--- src/rtl/dest_reg_scoreboard_if.sv ---
// ID-stage request and scoreboard response bundle for dest_reg_scoreboard.
// The master drives the decoded ID instruction; the slave returns stall, forwarding and WB controls.
interface dest_reg_scoreboard_if #(
  parameter int REG_W = 5
);
  logic             id_valid;
  logic [REG_W-1:0] id_rs;
  logic [REG_W-1:0] id_rt;
  logic [REG_W-1:0] id_rd;
  logic             id_uses_rs;
  logic             id_uses_rt;
  logic [1:0]       id_regdst;
  logic             id_regwrite;
  logic             id_memread;
  logic             flush;

  logic             stall;
  logic [1:0]       fwd_a;
  logic [1:0]       fwd_b;
  logic [REG_W-1:0] ex_dest;
  logic [REG_W-1:0] mem_dest;
  logic [REG_W-1:0] wb_dest;
  logic             wb_we;

  modport master (
    output id_valid, id_rs, id_rt, id_rd, id_uses_rs, id_uses_rt,
           id_regdst, id_regwrite, id_memread, flush,
    input  stall, fwd_a, fwd_b, ex_dest, mem_dest, wb_dest, wb_we
  );

  modport slave (
    input  id_valid, id_rs, id_rt, id_rd, id_uses_rs, id_uses_rt,
           id_regdst, id_regwrite, id_memread, flush,
    output stall, fwd_a, fwd_b, ex_dest, mem_dest, wb_dest, wb_we
  );
endinterface

--- src/rtl/dest_reg_scoreboard.sv ---
// Destination-register scoreboard for a five-stage core: load-use stall, EX forwarding, WB write port.
// Optional macro SCOREBOARD_STATS_EN adds the saturating stall_cnt output.
module dest_reg_scoreboard #(
  parameter int REG_W    = 5,
  parameter int LINK_REG = 31,
  parameter int CNT_W    = 16
) (
  input  logic                   clk,
  input  logic                   rst_n,
  dest_reg_scoreboard_if.slave   bus
`ifdef SCOREBOARD_STATS_EN
  ,
  output logic [CNT_W-1:0]       stall_cnt
`endif
);

  localparam logic [REG_W-1:0] LINK_ADDR = REG_W'(LINK_REG);

  // ID resolve
  logic [REG_W-1:0]       id_dest;
  logic                   id_we;
  logic [1:0][REG_W-1:0]  id_src;
  logic [1:0]             id_uses;

  // EX stage
  logic                   ex_valid_q, ex_valid_d;
  logic                   ex_we_q, ex_we_d;
  logic                   ex_load_q, ex_load_d;
  logic [REG_W-1:0]       ex_dest_q, ex_dest_d;
  logic [1:0][REG_W-1:0]  ex_src_q, ex_src_d;
  logic [1:0]             ex_uses_q, ex_uses_d;

  // MEM and WB stages
  logic                   mem_valid_q, mem_we_q, mem_load_q;
  logic [REG_W-1:0]       mem_dest_q;
  logic                   wb_valid_q, wb_we_q;
  logic [REG_W-1:0]       wb_dest_q;

  logic [1:0]             src_hit;
  logic [1:0][1:0]        fwd_sel;
  logic                   stall_w;
  logic                   ex_take;
  logic                   mem_fwd_ok;
  logic                   wb_fwd_ok;

  always_comb begin
    id_dest = '0;
    unique case (bus.id_regdst)
      2'b00:   id_dest = bus.id_rt;
      2'b01:   id_dest = bus.id_rd;
      2'b10:   id_dest = LINK_ADDR;
      default: id_dest = '0;
    endcase
  end

  assign id_we   = bus.id_valid & bus.id_regwrite & (bus.id_regdst != 2'b11) & (id_dest != '0);
  assign id_src  = {bus.id_rt, bus.id_rs};
  assign id_uses = {bus.id_uses_rt, bus.id_uses_rs};

  // Index 0 is operand A (rs), index 1 is operand B (rt).
  // A load sitting in MEM is excluded as a source; the load-use stall makes WB supply it instead.
  assign mem_fwd_ok = mem_valid_q & mem_we_q & ~mem_load_q;
  assign wb_fwd_ok  = wb_valid_q & wb_we_q;

  for (genvar gi = 0; gi < 2; gi++) begin : g_operand
    assign src_hit[gi] = id_uses[gi] & (id_src[gi] == ex_dest_q);
    assign fwd_sel[gi] = (ex_uses_q[gi] & mem_fwd_ok & (mem_dest_q == ex_src_q[gi])) ? 2'b10 :
                         (ex_uses_q[gi] & wb_fwd_ok  & (wb_dest_q  == ex_src_q[gi])) ? 2'b01 :
                                                                                     2'b00;
  end

  assign stall_w = bus.id_valid & ex_valid_q & ex_load_q & ex_we_q & (|src_hit);
  assign ex_take = bus.id_valid & ~stall_w & ~bus.flush;

  always_comb begin
    ex_valid_d = 1'b0;
    ex_we_d    = 1'b0;
    ex_load_d  = 1'b0;
    ex_dest_d  = '0;
    ex_src_d   = '0;
    ex_uses_d  = '0;
    if (ex_take) begin
      ex_valid_d = 1'b1;
      ex_we_d    = id_we;
      ex_load_d  = bus.id_memread;
      ex_dest_d  = id_dest;
      ex_src_d   = id_src;
      ex_uses_d  = id_uses;
    end
  end

  // EX/MEM/WB always advance; a stall only injects a bubble into EX.
  always_ff @(posedge clk or negedge rst_n) begin
    if (!rst_n) begin
      ex_valid_q  <= 1'b0;
      ex_we_q     <= 1'b0;
      ex_load_q   <= 1'b0;
      ex_dest_q   <= '0;
      ex_src_q    <= '0;
      ex_uses_q   <= '0;
      mem_valid_q <= 1'b0;
      mem_we_q    <= 1'b0;
      mem_load_q  <= 1'b0;
      mem_dest_q  <= '0;
      wb_valid_q  <= 1'b0;
      wb_we_q     <= 1'b0;
      wb_dest_q   <= '0;
    end else begin
      ex_valid_q  <= ex_valid_d;
      ex_we_q     <= ex_we_d;
      ex_load_q   <= ex_load_d;
      ex_dest_q   <= ex_dest_d;
      ex_src_q    <= ex_src_d;
      ex_uses_q   <= ex_uses_d;
      mem_valid_q <= ex_valid_q;
      mem_we_q    <= ex_we_q;
      mem_load_q  <= ex_load_q;
      mem_dest_q  <= ex_dest_q;
      wb_valid_q  <= mem_valid_q;
      wb_we_q     <= mem_we_q;
      wb_dest_q   <= mem_dest_q;
    end
  end

  assign bus.stall    = stall_w;
  assign bus.fwd_a    = fwd_sel[0];
  assign bus.fwd_b    = fwd_sel[1];
  assign bus.ex_dest  = ex_dest_q;
  assign bus.mem_dest = mem_dest_q;
  assign bus.wb_dest  = wb_dest_q;
  assign bus.wb_we    = wb_valid_q & wb_we_q;

`ifdef SCOREBOARD_STATS_EN
  logic [CNT_W-1:0] stall_cnt_q;

  always_ff @(posedge clk or negedge rst_n) begin
    if (!rst_n) begin
      stall_cnt_q <= '0;
    end else if (stall_w && (stall_cnt_q != '1)) begin
      stall_cnt_q <= stall_cnt_q + CNT_W'(1);
    end
  end

  assign stall_cnt = stall_cnt_q;
`endif

endmodule
--- src/flat_wrapper.sv ---
// flat-port wrapper written by rule: the top's interface ports become plain ports
module dest_reg_scoreboard_flat 
#(
  parameter int REG_W    = 5,
  parameter int LINK_REG = 31,
  parameter int CNT_W    = 16
)
  (clk, rst_n, bus_id_valid, bus_id_rs, bus_id_rt, bus_id_rd, bus_id_uses_rs, bus_id_uses_rt, bus_id_regdst, bus_id_regwrite, bus_id_memread, bus_flush, bus_stall, bus_fwd_a, bus_fwd_b, bus_ex_dest, bus_mem_dest, bus_wb_dest, bus_wb_we);
  dest_reg_scoreboard_if #(.REG_W(REG_W)) bus_i ();
  input  logic clk;
  input  logic rst_n;
  input wire logic [$bits(bus_i.id_valid)-1:0] bus_id_valid;
  input wire logic [$bits(bus_i.id_rs)-1:0] bus_id_rs;
  input wire logic [$bits(bus_i.id_rt)-1:0] bus_id_rt;
  input wire logic [$bits(bus_i.id_rd)-1:0] bus_id_rd;
  input wire logic [$bits(bus_i.id_uses_rs)-1:0] bus_id_uses_rs;
  input wire logic [$bits(bus_i.id_uses_rt)-1:0] bus_id_uses_rt;
  input wire logic [$bits(bus_i.id_regdst)-1:0] bus_id_regdst;
  input wire logic [$bits(bus_i.id_regwrite)-1:0] bus_id_regwrite;
  input wire logic [$bits(bus_i.id_memread)-1:0] bus_id_memread;
  input wire logic [$bits(bus_i.flush)-1:0] bus_flush;
  output wire logic [$bits(bus_i.stall)-1:0] bus_stall;
  output wire logic [$bits(bus_i.fwd_a)-1:0] bus_fwd_a;
  output wire logic [$bits(bus_i.fwd_b)-1:0] bus_fwd_b;
  output wire logic [$bits(bus_i.ex_dest)-1:0] bus_ex_dest;
  output wire logic [$bits(bus_i.mem_dest)-1:0] bus_mem_dest;
  output wire logic [$bits(bus_i.wb_dest)-1:0] bus_wb_dest;
  output wire logic [$bits(bus_i.wb_we)-1:0] bus_wb_we;
  assign bus_i.id_valid = bus_id_valid;
  assign bus_i.id_rs = bus_id_rs;
  assign bus_i.id_rt = bus_id_rt;
  assign bus_i.id_rd = bus_id_rd;
  assign bus_i.id_uses_rs = bus_id_uses_rs;
  assign bus_i.id_uses_rt = bus_id_uses_rt;
  assign bus_i.id_regdst = bus_id_regdst;
  assign bus_i.id_regwrite = bus_id_regwrite;
  assign bus_i.id_memread = bus_id_memread;
  assign bus_i.flush = bus_flush;
  assign bus_stall = bus_i.stall;
  assign bus_fwd_a = bus_i.fwd_a;
  assign bus_fwd_b = bus_i.fwd_b;
  assign bus_ex_dest = bus_i.ex_dest;
  assign bus_mem_dest = bus_i.mem_dest;
  assign bus_wb_dest = bus_i.wb_dest;
  assign bus_wb_we = bus_i.wb_we;
  dest_reg_scoreboard #(.REG_W(REG_W), .LINK_REG(LINK_REG), .CNT_W(CNT_W)) u_core (.clk(clk), .rst_n(rst_n), .bus(bus_i));
endmodule
--- config.mk ---
export PLATFORM = sky130hd
export DESIGN_NAME = dest_reg_scoreboard_flat
export DESIGN_NICKNAME = d
export VERILOG_FILES = /design/src/rtl/dest_reg_scoreboard_if.sv /design/src/rtl/dest_reg_scoreboard.sv /design/src/flat_wrapper.sv
export SDC_FILE = /design/constraint.sdc
export NUM_CORES = 1
export LEC_CHECK = 0
export BUFFER_PORTS_ARGS = -buffer_cell sky130_fd_sc_hd__buf_4
export CORE_MARGIN = 2
export CORE_UTILIZATION = 30
export DETAILED_ROUTE_END_ITERATION = 16
export GPL_TIMING_DRIVEN = 0
export PLACE_DENSITY = 0.59
export SYNTH_ARGS = -nofsm -noshare
export SYNTH_HDL_FRONTEND = slang
export SYNTH_SLANG_ARGS = --single-unit
--- constraint.sdc ---
create_clock -name clk -period 2 [get_ports clk]
set_clock_uncertainty 0.15 [all_clocks]
set_input_delay 0.4 -clock clk [delete_from_list [all_inputs] [get_ports clk]]
set_output_delay 0.4 -clock clk [all_outputs]
set_load 0.02 [all_outputs]
## Word level (Yosys, flattened, before mapping)

Cells that the tools add are included.

- Output and inout port bits: 21
- Flip-flop bits (word level): 35
- Word-level logic and storage cells: 62
- Input bits: 25

- Bitwise gates (word level): 25
- Reductions and logical operators: 3
- Mux-type cells: 11
- Eq/ne operators: 9

Operator list:

| cell | number |
|---|---|
| $eq 5x5->1 | 6 |
| $and 1x1->1 | 22 |
| $pmux 5 s3 | 1 |
| $mux 10 | 1 |
| $mux 2 | 3 |
| $mux 1 | 5 |
| $mux 5 | 1 |
| $reduce_bool 5->1 | 1 |
| $not 1->1 | 3 |
| $eq 2x1->1 const B | 1 |
| $eq 2x2->1 const B | 1 |
| $logic_not 2->1 | 1 |
| $ne 2x2->1 const B | 1 |
| $reduce_or 2->1 | 1 |

## Longest topological paths before layout

Gate-level depths: netlist of the first run.

- Word-level depth: 8
- Gate-level depth with buffers: 5

## Worst setup path after synthesis of the first run

No wires, ideal clock.

- Kind: register to output
- Start point: reg u_core.mem_dest_q[1] (netlist: u_core.bus.mem_dest[1])
- End point: out bus_fwd_b[0]
- Data required time: 1450 ps
- Stages on the path, launching flop included: 5
- Path slack: -284 ps
- Path buffers: 0
- Arrival: 1734 ps
- Path through: dfrtp_1 > xnor2_1 > nand4_1 > nor4_1 > nor2_1

- Word-level cells in the longest chain between the ends: 3

Ends and longest elaborated chain:

| element | RTL line | source |
|---|---|---|
| from (decl) | dest_reg_scoreboard.sv:35 | `logic [REG_W-1:0] mem_dest_q;` |
| from (signal assigned) | dest_reg_scoreboard.sv:118 | `mem_dest_q <= ex_dest_q;` |
| $eq 5x5->1 | dest_reg_scoreboard.sv:67 | `assign fwd_sel[gi] = (ex_uses_q[gi] & mem_fwd_ok & (mem_dest_q == ex_src_q[gi])) ? 2'b10 :` |
| $and 1x1->1 | dest_reg_scoreboard.sv:67 |  |
| $mux 2 | dest_reg_scoreboard.sv:67 |  |
| to (decl) | flat_wrapper.sv:24 | `output wire logic [$bits(bus_i.fwd_b)-1:0] bus_fwd_b;` |

No other way between the ends.

## Final worst setup path of the first run

- Start point: reg u_core.wb_dest_q[1] (netlist: u_core.bus.wb_dest[1])
- End point: out bus_fwd_b[0]

- Word-level cells in the longest chain between the ends: 4

Ends and longest elaborated chain:

| element | RTL line | source |
|---|---|---|
| from (decl) | dest_reg_scoreboard.sv:37 | `logic [REG_W-1:0] wb_dest_q;` |
| from (signal assigned) | dest_reg_scoreboard.sv:121 | `wb_dest_q <= mem_dest_q;` |
| $eq 5x5->1 | dest_reg_scoreboard.sv:68 | `(ex_uses_q[gi] & wb_fwd_ok & (wb_dest_q == ex_src_q[gi])) ? 2'b01 :` |
| $and 1x1->1 | dest_reg_scoreboard.sv:68 |  |
| $mux 1 | dest_reg_scoreboard.sv:68 |  |
| $mux 2 | dest_reg_scoreboard.sv:67 |  |

No other way between the ends.

==> metrics, run 1 <==
vias 1231; Synth area leader dfrtp_1; synth warn 0; Ports 46; IO buf count 45; # clock sinks 35; Wirelength per Cell 13.2 um; worst skew pair latency ~0.28 ns; FP Rows 26; Tmin final 2.06 ns; crit path DAT about 1.5 ns; unrepaired setup endpoints after global routing yes; Switch Pwr ~0.00038 W; first-pass GRT wire length 5980 um; setup TNS -0.108 ns; DP Cell Count about 260; register share of total power 51.1%; Synth Register Bits 35; CTS H-tree lvls 2; vias in the first global route approximately 1.3k; Die ar. 5930 um^2; core box area 5140 um^2; Buf/Inv on CP 1; kind of critical path reg -> out; Max-Cap Viols 0; Clk pin slew, worst setup/hold paths 0.07 ns; Hold Path Class in -> reg; Mapped Area 1600 um^2; WP data required 1.45 ns; initial core utilization between 30% and 40%; vias per inst between 4 and 5; Worst-Margin Slew roughly 0.43 ns; slew margin rel. around 71%; cell family with most CP delay simple AND/OR/NAND/NOR gates; Hold Slack 0.181 ns; Num CTS Buffers 5; Final Worst Setup Slack -0.0608 ns; clk root buf clkbuf_8; top-area cell type share of the netlist area 54.8%; Final Power 0.00151 W; Fin. Hold Viols 0; initial antenna violation count 0; final core utilization about 44%; crit-path max FO 3; Syn Nets between 150 and 200; Clock Path Buffers 2; max-slew violations 0; GPL Wtd Cong 0.754; Startpoint Class register; area delta synth->final 43.1%; internal power 0.00113 W; CTS tree yes; # diodes 0; Critical Path Max Stage Delay 0.41 ns; Syn Area/Cell 10.7 um^2; peak supply drop approximately 0.22 mV; Max Clock Freq 485 MHz; Die Ht between 70 and 80 um; ANT nets after route 0; final setup fails 2; Post-Synthesis Cells 149; Final #Nets 233; violated checks negative setup slack; GRT Overall Usage 13.2%; power density over cell area 661 nW/um^2; share of layout cells above drive strength 1 about 40%; hpwl dp 2860 um; top cells by area, synth dfrtp_1, xnor2_1, xor2_1; largest net degree at the start of global routing 36; DRC viols 0; sequential share of the synthesized area 54.8%; Critical Path Sink Type primary output; status finished, violations left; final WL 3670 um; clock share of power about 33%; drt first-iter violations 34; Sw Share 25.2%; Detailed Routing Iterations Pass 1 4; Static Leak ~1.1 nW; Finished Layout Cells roughly 280; cell breakdown of the critical path xor2_1, nor4_1, nand4_1, nor2_1, buf_4; master of the slowest instance on the critical path dfrtp_1; Die W just under 80 um; logic gate share of total power around 16%; fin crit share 103%; Yosys cell types 24; Overflow after GRT 0
## kinds of logic after synthesis
kind of cell	after synthesis	synth area share, %
flops	35	54.8
xor+xnor	30	16.4
compound gates	11	5.72
simple gates	53	17.5
buf+inv	20	5.48
## stage by stage
step,setup slack (ns),cell area (um^2)
2_1_floorplan,0.00815,1610
3_3_place_gp,0.177,2040
3_5_place_dp,0.174,2040
4_1_cts,-0.133,2190
5_1_grt,-0.182,2290
6_report,-0.0608,2290
## final timing paths
path                       cells past startpoint  slack, ns                   from                      to
max                                            5      -0.06  u_core.bus.wb_dest[1]            bus_fwd_b[0]
max reg2reg                                    5       0.36  u_core.bus.ex_dest[0]      u_core.ex_src_q[8]
min in group asynchronous                      2       0.44                  rst_n        u_core.ex_load_q
min reg2reg                                    0       0.23     u_core.mem_valid_q       u_core.wb_valid_q
max in group asynchronous                      2       0.93                  rst_n  u_core.bus.mem_dest[4]
min                                            3       0.18         bus_id_memread        u_core.ex_load_q
## cell usage after synthesis
master     instances
o22ai_1            2
buf_4              1
nand3b_1           1
nand2_1            4
nand4_1            9
buf_6              1
nor4_1             5
nand3_1            5
and2_1             1
clkbuf_1           2
o21ai_0            3
inv_1             15
o311ai_0           3
nor2_1             8
buf_2              1
nor3_1            15
nor2b_1            1
dfrtp_1           35
a2111oi_4          1
xnor2_1           18
xor2_1            12
a21oi_1            2
and4_1             1
nand2b_1           3
## power by group through the flow
| stage | Combinational [W] | Sequential, W | Clock [W] |
|---|---|---|---|
| after global routing | 0.000262 | 0.000777 | 0.000554 |
| after CTS | 0.000223 | 0.000772 | 0.000525 |
| final | 0.000238 | 0.000773 | 0.000500 |
| after global placement | 0.000208 | 0.000782 | 0 |
| after floorplan | 0.0000891 | 0.000794 | 0 |
| after detailed placement | 0.000208 | 0.000783 | 0 |
## what timing repair did
item,in CTS,in global routing
cloned,0,0
buffers inserted,1,5
endpoints found under the setup margin,5,5
pin swaps,3,4
endpoints found under the hold margin,35,0
hold buffers,1,0
resized for setup,7,14
## flip-flops by register name, indices dropped and copies added (netlist names)
register and count:
u_core.bus.ex_dest 5, u_core.bus.mem_dest 5, u_core.bus.wb_dest 5, u_core.ex_load_q 1
u_core.ex_src_q 10, u_core.ex_uses_q 2, u_core.ex_valid_q 1, u_core.ex_we_q 1
u_core.mem_load_q 1, u_core.mem_valid_q 1, u_core.mem_we_q 1, u_core.wb_valid_q 1
u_core.wb_we_q 1
## worst min-delay path: stages
cell and delay (ns):
buf_4 0.11, nand2_1 0.04, nor2_1 0.03
## area by class of cell
class / instances / area (um^2)
sequential: 35 / 883
fill: 531 / 2850
multi-input combinational: 94 / 743
clock buffer: 6 / 82.6
inverter: 15 / 56.3
tap: 70 / 87.6
timing repair buffer: 52 / 397
buffer: 5 / 31.3
clock inverter: 1 / 5.00
## layer usage
metal	track usage (%)	wire length, um	vias up
met5	0	0	-
met4	5.18	52	0
met3	5.18	277	5
met2	20.3	1760	49
met1	16.6	1580	553
li1	-	-	624
## cells in the final DEF (no fill, tap or decap), types with 2 or more instances in the layout
| cell type | n |
|---|---|
| nand4_1 | 9 |
| nor4_2 | 3 |
| nand2_1 | 4 |
| o21ai_0 | 3 |
| nor4_1 | 2 |
| clkbuf_8 | 6 |
| buf_6 | 2 |
| a21oi_1 | 2 |
| buf_4 | 51 |
| xor2_1 | 12 |
| nand2b_1 | 3 |
| clkbuf_1 | 2 |
| dfrtp_2 | 6 |
| inv_1 | 15 |
| xnor2_1 | 7 |
| xnor2_2 | 11 |
| nor3_1 | 15 |
| o311ai_0 | 3 |
| nand3_1 | 5 |
| dfrtp_1 | 29 |
| nor2_1 | 8 |
Note: power is estimated with default switching activity, not from simulation.
==> run 2, diff against run 1 <==
- CORE_UTILIZATION: 30 -> 45
- MAX_ROUTING_LAYER: not set -> met4
- PLACE_DENSITY: 0.59 -> 0.79
- SLEW_MARGIN: not set -> 10
==> run 2 against run 1 <==
The run still ends with negative setup slack left. Routed wire length grew 0.44%. Critical path depth is the same. Die area shrank 32%. Via count grew 7.8%. Cell area shrank 2.1%. Setup slack lost 0.057 ns. Sequential cell count is the same. Utilization grew 22 points. Maximum frequency shrank 2.7%. Register-to-register slack gained 0.02 ns. Global-route usage grew 7.1 points. Highest routed layer unchanged.
==> metrics, run 2 (synthesis gave the netlist of run 1 again) <==
initial core utilization between 40% and 50%; Final #Nets 236; violated checks negative setup slack; Ports 46; peak supply drop 0.399 mV; crit-path max FO 3; CTS H-tree lvls 2; GRT Overall Usage 20.3%; drt first-iter violations 41; IO buf count 45; Die Ht between 60 and 70 um; Final Power 0.00140 W; kind of critical path reg -> out; unrepaired setup endpoints after global routing yes; max-slew violations 0; hpwl dp 2760 um; Finished Layout Cells 257; commonest non-fill, non-tap cell in the layout buf_4; worst skew pair latency 0.34 ns; DRC viols 0; first-pass GRT wire length 6040 um; vias 1327; Worst-Margin Slew 0.416 ns; CTS tree yes; fin crit share 106%; Clock Path Buffers 2; slew margin rel. 72.0%; status finished, violations left; Num CTS Buffers 5; Static Leak 1.13 nW; Final Worst Setup Slack -0.118 ns; clk root buf clkbuf_4; Die ar. 4040 um^2; WP data required between 1 and 1.5 ns; DP Cell Count 240; Most Crowded Layer GR met2; crit path DAT between 1.5 and 2 ns; share of layout cells above drive strength 1 between 30% and 40%; number of flip-flops in the largest register 10; largest reg by FF count u_core.ex_src_q; Clk pin slew, worst setup/hold paths about 0.090 ns; FF-to-FF path depth 5; ANT nets after route 0; # clock sinks 35; Detailed Routing Iterations Pass 1 4; initial antenna violation count 0; power density over cell area 625 nW/um^2; final setup fails 5; FP Rows 21; met3 GRT Util 3.93%; final WL 3680 um; vias per inst 5.16; met1 Usage GRT 22.6%; Overflow after GRT 0; Die W around 64 um; GR Util met2 34.7%; vias in the first global route 1415; area delta synth->final 40.1%; Max Clock Freq 472 MHz; Fin. Hold Viols 0; Hold Path Class in -> reg; Startpoint Class register; GPL Wtd Cong 0.800; final core utilization 66.6%; Hold Crit Depth 3; core box area 3360 um^2; largest net degree at the start of global routing 36; most frequent cells in the layout buf_4, dfrtp_1, inv_1, nor3_1, xor2_1; Wirelength per Cell ~14 um; Max-Cap Viols 0; FILL cells ~280; Tmin final 2.12 ns; Critical Path Sink Type primary output; R2R Setup Slk 0.38 ns; # diodes 0
==> run 2: changes by cell type in the layout (fill, tap and decap cells not counted), sizes merged <==
cell  delta
buf      +3
==> run 2: layout make-up <==
class                           instances  area [um^2]  share of cell area (%)
Clock inverter                          1         5.00                   0.224
Multi-Input combinational cell         94          736                    32.9
Sequential cell                        35          882                    39.4
Buffer                                  5         31.3                    1.40
Tap cell                               46         57.6                    2.57
Inverter                               15         56.3                    2.52
Timing Repair Buffer                   55          419                    18.7
Clock buffer                            6         51.3                    2.29
==> run 2: stage by stage <==
| stage | TNS [ns] | worst slack [ns] | cell area, um^2 | hold slack [ns] |
|---|---|---|---|---|
| 2_1_floorplan | 0 | 0.00815 | 1610 | -0.0456 |
| 3_3_place_gp | 0 | 0.243 | 2010 | 0.207 |
| 3_5_place_dp | 0 | 0.228 | 2010 | 0.210 |
| 4_1_cts | -0.438 | -0.155 | 2220 | 0.127 |
| 5_1_grt | -0.955 | -0.276 | 2240 | 0.121 |
| 6_report | -0.300 | -0.118 | 2240 | 0.139 |
==> run 2: worst paths after layout <==
kind,from,to
worst max-delay path,u_core.bus.wb_dest[2],bus_fwd_b[0]
worst min-delay path,bus_id_memread,u_core.ex_load_q
worst max register to register,u_core.bus.ex_dest[0],u_core.ex_src_q[8]
worst min register to register,u_core.mem_we_q,u_core.wb_we_q
max in group asynchronous,rst_n,u_core.bus.ex_dest[4]
min in group asynchronous,rst_n,u_core.ex_src_q[6]
==> run 2: critical path: stages (launching register included) <==
cell and delay, ns:
dfrtp_1 0.43, xor2_1 0.18, nor4_1 0.26, nand4_1 0.12, nor2_1 0.10, buf_4 0.14
==> run 2: power breakdown <==
part	switching, W	total, W	internal (W)
Combinational	0.000120	0.000243	0.000123
Clock	0.000223	0.000385	0.000163
Sequential	0.0000321	0.000771	0.000739
==> run 2: metal layers <==
metal | vias up | wire (um)
li1 | 629 | -
met1 | 616 | 1440
met2 | 70 | 1880
met3 | 12 | 250
met4 | 0 | 108
met5 | - | 0
==> run 2: repair_timing <==
item,4_1_cts,5_1_grt
hold buffers,1,0
gates resized for setup,17,1
endpoints found under the setup margin,5,5
hold endpoints to repair,35,0
pin swaps,4,3
setup buffers,7,2
